File: src/rtl/mem_arb_pkg.sv
// Shared types for the memory port arbiter: FSM states and the latched memory command.
// The command struct is sized by the package widths, which are also the arbiter's default parameters.
package mem_arb_pkg;

  localparam int ARB_DATA_W = 32;
  localparam int ARB_ADDR_W = 32;
  localparam int ARB_MASK_W = ARB_DATA_W / 8;

  localparam logic [ARB_MASK_W-1:0] MASK_ALL = '1;

  typedef enum logic [1:0] {
    IDLE,
    BUS_IF,
    BUS_DM,
    RESP
  } arb_state_t;

  typedef struct packed {
    logic                  we;
    logic [ARB_ADDR_W-1:0] addr;
    logic [ARB_DATA_W-1:0] wdata;
    logic [ARB_MASK_W-1:0] mask;
  } mem_cmd_t;

endpackage

File: src/rtl/mem_port_arbiter.sv
// Fetch / load-store arbiter for one single-ported memory; req->mem_req 1 cycle, mem_ack->valid 1 cycle.
// Memory stalls by withholding mem_ack; requesters are never backpressured, they simply wait for valid.
module mem_port_arbiter
  import mem_arb_pkg::*;
#(
  parameter int DATA_WIDTH   = ARB_DATA_W,
  parameter int ADDR_WIDTH   = ARB_ADDR_W,
  parameter int MASK_WIDTH   = ARB_MASK_W,
  parameter int STARVE_LIMIT = 4
) (
  input  logic                  clk,
  input  logic                  rst,
  input  logic                  if_req,
  input  logic [ADDR_WIDTH-1:0] if_addr,
  output logic [DATA_WIDTH-1:0] if_rdata,
  output logic                  if_valid,
  input  logic                  dm_req,
  input  logic                  dm_we,
  input  logic [ADDR_WIDTH-1:0] dm_addr,
  input  logic [DATA_WIDTH-1:0] dm_wdata,
  input  logic [MASK_WIDTH-1:0] dm_mask,
  output logic [DATA_WIDTH-1:0] dm_rdata,
  output logic                  dm_valid,
  output logic                  mem_req,
  output logic                  mem_we,
  output logic [ADDR_WIDTH-1:0] mem_addr,
  output logic [DATA_WIDTH-1:0] mem_wdata,
  output logic [MASK_WIDTH-1:0] mem_mask,
  input  logic [DATA_WIDTH-1:0] mem_rdata,
  input  logic                  mem_ack,
  output logic                  busy
);

  localparam logic [3:0] LIMIT = 4'(STARVE_LIMIT);

  arb_state_t state;
  mem_cmd_t   cmd;
  logic [3:0] starve_cnt;
  logic       grant_dm;
  logic       grant_if;

  // Data wins unless fetch has waited through LIMIT data grants.
  always_comb begin
    grant_dm = dm_req && !(if_req && (starve_cnt == LIMIT));
    grant_if = if_req && !grant_dm;
  end

  assign mem_we    = cmd.we;
  assign mem_addr  = cmd.addr;
  assign mem_wdata = cmd.wdata;
  assign mem_mask  = cmd.mask;

  always_ff @(posedge clk) begin
    if (rst) begin
      state      <= IDLE;
      cmd        <= '0;
      mem_req    <= 1'b0;
      if_valid   <= 1'b0;
      dm_valid   <= 1'b0;
      if_rdata   <= '0;
      dm_rdata   <= '0;
      busy       <= 1'b0;
      starve_cnt <= '0;
    end else begin
      if_valid <= 1'b0;
      dm_valid <= 1'b0;
      unique case (state)
        IDLE: begin
          if (grant_dm) begin
            cmd.we    <= dm_we;
            cmd.addr  <= dm_addr;
            cmd.wdata <= dm_wdata;
            cmd.mask  <= dm_we ? dm_mask : MASK_ALL;
            mem_req   <= 1'b1;
            busy      <= 1'b1;
            state     <= BUS_DM;
            if (if_req && (starve_cnt != LIMIT)) begin
              starve_cnt <= starve_cnt + 4'd1;
            end
          end else if (grant_if) begin
            cmd.we     <= 1'b0;
            cmd.addr   <= if_addr;
            cmd.wdata  <= '0;
            cmd.mask   <= MASK_ALL;
            mem_req    <= 1'b1;
            busy       <= 1'b1;
            state      <= BUS_IF;
            starve_cnt <= '0;
          end
        end
        BUS_IF: begin
          if (mem_ack) begin
            mem_req  <= 1'b0;
            if_rdata <= mem_rdata;
            if_valid <= 1'b1;
            state    <= RESP;
          end
        end
        BUS_DM: begin
          if (mem_ack) begin
            mem_req  <= 1'b0;
            if (!cmd.we) begin
              dm_rdata <= mem_rdata;
            end
            dm_valid <= 1'b1;
            state    <= RESP;
          end
        end
        RESP: begin
          busy  <= 1'b0;
          state <= IDLE;
        end
        default: begin
          mem_req <= 1'b0;
          busy    <= 1'b0;
          state   <= IDLE;
        end
      endcase
    end
  end

endmodule

File: config.mk
export PLATFORM = sky130hd
export DESIGN_NAME = mem_port_arbiter
export DESIGN_NICKNAME = d
export VERILOG_FILES = /design/src/rtl/mem_arb_pkg.sv /design/src/rtl/mem_port_arbiter.sv
export SDC_FILE = /design/constraint.sdc
export NUM_CORES = 1
export LEC_CHECK = 0
export ABC_AREA = 1
export CORE_MARGIN = 3
export CORE_UTILIZATION = 42
export CTS_BUF_LIST = sky130_fd_sc_hd__clkbuf_4 sky130_fd_sc_hd__clkbuf_8
export CTS_CLUSTER_DIAMETER = 150
export DETAILED_ROUTE_END_ITERATION = 8
export PLACE_DENSITY_LB_ADDON = 0.2
export REMOVE_ABC_BUFFERS = 1
export SLEW_MARGIN = 30
export SYNTH_ARGS = -nofsm -noshare
export SYNTH_HDL_FRONTEND = slang
export SYNTH_SLANG_ARGS = --single-unit
File: constraint.sdc
create_clock -name clk -period 1.6 [get_ports clk]
set_input_delay 0.48 -clock clk [delete_from_list [all_inputs] [get_ports clk]]
set_output_delay 0.48 -clock clk [all_outputs]
set_load 0.02 [all_outputs]
==> flow_metrics.env <==
export IMPL_clkTransAtPathRegs_ns=0.07
export IMPL_worst_setup_path_start_kind="flip-flop"
export IMPL_syn_area_um2=5830
export IMPL_ff2ff_path_depth=9
export IMPL_hold_buffers=0
export IMPL_yosysWarningCount=0
export IMPL_track_usage=0.219
export IMPL_hold_end="mem_req"
export IMPL_cts_buffers=17
export IMPL_clk_path_buf_depth=2
export IMPL_p_leak_nw=4.17
export IMPL_dp_hpwl_um=12600
export IMPL_seq_area_frac_synth=0.491
export IMPL_drt_iter0_drc=333
export IMPL_fillCellCount=1195
export IMPL_synth_most_common_cell="nor2_1"
export IMPL_synth_async_sr_flop_share=0
export IMPL_fin_crit_sh=0.974
export IMPL_first_pass_iters=4
export IMPL_worst_slew_pin_slew_ns=0.343
export IMPL_die_area_um2=15300
export IMPL_syn2layout_area_growth_pct=57.1
export IMPL_grt_pass1_wl_um=26100
export IMPL_cap_violations=0
export IMPL_status="finished clean"
export IMPL_postRouteAntennaNets=0
export IMPL_p_per_area_nw_per_um2=1490
export IMPL_core_um2=13400
export IMPL_critPathKind="reg -> out"
export IMPL_synth_common_cells="nor2_1, dfxtp_1, nand2_1"
export IMPL_drv_slew=0
export IMPL_placed_area_um2=8900
export IMPL_r2r_start="state[1]"
export IMPL_skew_ns=0.00838
export IMPL_root_buffer="clkbuf_8"
export IMPL_finalNetCount=1220
export IMPL_synth_top_area_share=0.491
export IMPL_synth_area_leaders="dfxtp_1, nor2_1, nand2_1"
export IMPL_rsz0062_at_grt="no"
export IMPL_finalCriticalPeriod_ns=1.56
export IMPL_crit_chain="clkdlybuf4s15_1"
export IMPL_diodes=0
export IMPL_chipHeight_um=124
export IMPL_hp_start="mem_req"
export IMPL_port_buffers=274
export IMPL_fin_cells=1263
export IMPL_post_drt_wl_per_cell_um=13.8
export IMPL_ff_latch_area_um2=2860
export IMPL_gp_congestion=0.874
export IMPL_multi_input_area_um2=2460
export IMPL_first_global_vias=5385
export IMPL_synth_cells=801
export IMPL_fmax_ghz=0.641
export IMPL_hold_depth=2
export IMPL_ctsHtreeMaxLevel=4
export IMPL_avgSynthCellArea_um2=7.28
export IMPL_yosys_register_bits=143
export IMPL_crit_path_max_fanout=2
export IMPL_finalHoldViolations=0
export IMPL_hold_path_class="reg -> reg"
export IMPL_post_synth_top_area_cell="dfxtp_1"
export IMPL_vdd_drop_max_mv=0.617
export IMPL_drcViolationCount=0
export IMPL_cts_sinks=143
export IMPL_synth_edf_count=0
export IMPL_cp_top_family="flip-flops"
export IMPL_vias=5943
export IMPL_ys_flop_type="dfxtp_1"
export IMPL_finalSetupViolCount=0
export IMPL_drive_gt1_frac=0.188
export IMPL_fp_dieW_um=124
export IMPL_antenna_found_initial=0
export IMPL_reg2reg_to="mem_addr[13]"
export IMPL_via_per_inst=4.71
export IMPL_critPathCaptureType="primary output"
export IMPL_cts_tree="yes"
export IMPL_grt_max_degree=65
export IMPL_slew_headroom=0.771
export IMPL_insertion_delay_ns=0.44
export IMPL_crit_path_max_incr_delay_ns=0.33
export IMPL_start_util=0.435
export IMPL_rows=42
export IMPL_gr_total_overflow=0
export IMPL_critical_path_slowest_cell="dfxtp_1"
export IMPL_dp_cells=1232
export IMPL_worst_path_buf_inv=1
export IMPL_r2r_slack_ns=0.14
export IMPL_synth_distinct_cells=24
export IMPL_final_cell_area_um2=9160
export IMPL_required_ns=1.12
export IMPL_wirelength_um=17400
export IMPL_ios=275
export IMPL_cp_data_arrival_time_ns=1.08
==> per-stage QoR <==
stage	TNS (ns)	worst slack [ns]	hold slack, ns	util	power [mW]
2_1_floorplan	-68.40	-0.838	0.471	-	8.02
3_3_place_gp	-29.54	-0.299	0.461	0.664	11.0
3_5_place_dp	-32.08	-0.326	0.466	0.664	11.2
4_1_cts	0	0.0000893	0.482	0.702	13.9
5_1_grt	0	0.000330	0.509	0.684	14.6
6_report	0	0.0411	0.478	0.684	13.6
==> what timing repair did <==
item,4_1_cts,5_1_grt
gates cloned,0,0
setup endpoints to repair,137,70
gates resized for setup,357,54
setup buffers,0,0
==> registers in the layout, indices dropped and copies added, names as in the netlist, 2 cells and up <==
register,cells
dm_rdata,32
mem_mask,4
mem_wdata,32
mem_addr,32
if_rdata,32
state,2
starve_cnt,4
==> power by group <==
group	internal (mW)	leakage, nW	switching (mW)
logic	2.38	2.77	3.34
clock network	1.76	0.222	1.27
registers	4.46	1.18	0.436
total	8.60	4.17	5.05
==> kinds of logic after synthesis <==
family	count (synthesis)	share of synthesized area
compound gates	138	0.120
xor+xnor	2	0.00300
fa+ha+maj	7	0.0150
buf+inv	106	0.0873
flops	143	0.491
simple gates	405	0.283
==> worst min-delay path, stage by stage, from the launching register on <==
cell and delay, ns:
dfxtp_1 0.31, o21ai_0 0.06, a21oi_1 0.06
==> how the worst max path moves through the flow <==
stage,from,to,slack (ns),cells after the start
after floorplan,state[0],dm_rdata[0],-0.84,7
after detailed placement,if_req,mem_wdata[6],-0.33,7
after global routing,if_rdata[28],if_rdata[28],0.0003,1
after CTS,dm_rdata[1],dm_rdata[1],0.00009,1
final,if_rdata[6],if_rdata[6],0.04,1
after global placement,if_req,mem_addr[15],-0.30,9
==> placed cells by master (no fill, tap or decap), types with 2 or more instances in the layout <==
master             n
dfxtp_1          142
clkbuf_8          20
clkdlybuf4s50_1  137
a21oi_1           38
clkinv_2           2
nand2_1          120
clkbuf_2          45
ha_1               6
buf_12            12
clkdlybuf4s15_2   75
clkdlybuf4s15_1   10
nor2_1           210
o21ai_0           81
buf_2              7
buf_4             23
o21ai_1           18
nand3b_1           4
bufinv_16          3
inv_2              2
clkbuf_4           6
inv_1             48
nand3_1           66
==> metal layers <==
layer,track usage,part of all wire,vias up
li1,-,-,3082
met5,0,0,-
met1,0.245,0.39,2614
met4,0.0865,0.022,0
met2,0.371,0.49,218
met3,0.0867,0.10,29
==> cell type report <==
cell class	instances	area share
Clock buffer	26	0.0350
Multi-Input combinational cell	552	0.269
Inverter	52	0.0217
Sequential cell	143	0.313
Clock inverter	5	0.0113
Tap cell	176	0.0240
Timing Repair Buffer	309	0.326
Power figures use the tool's default switching activity.
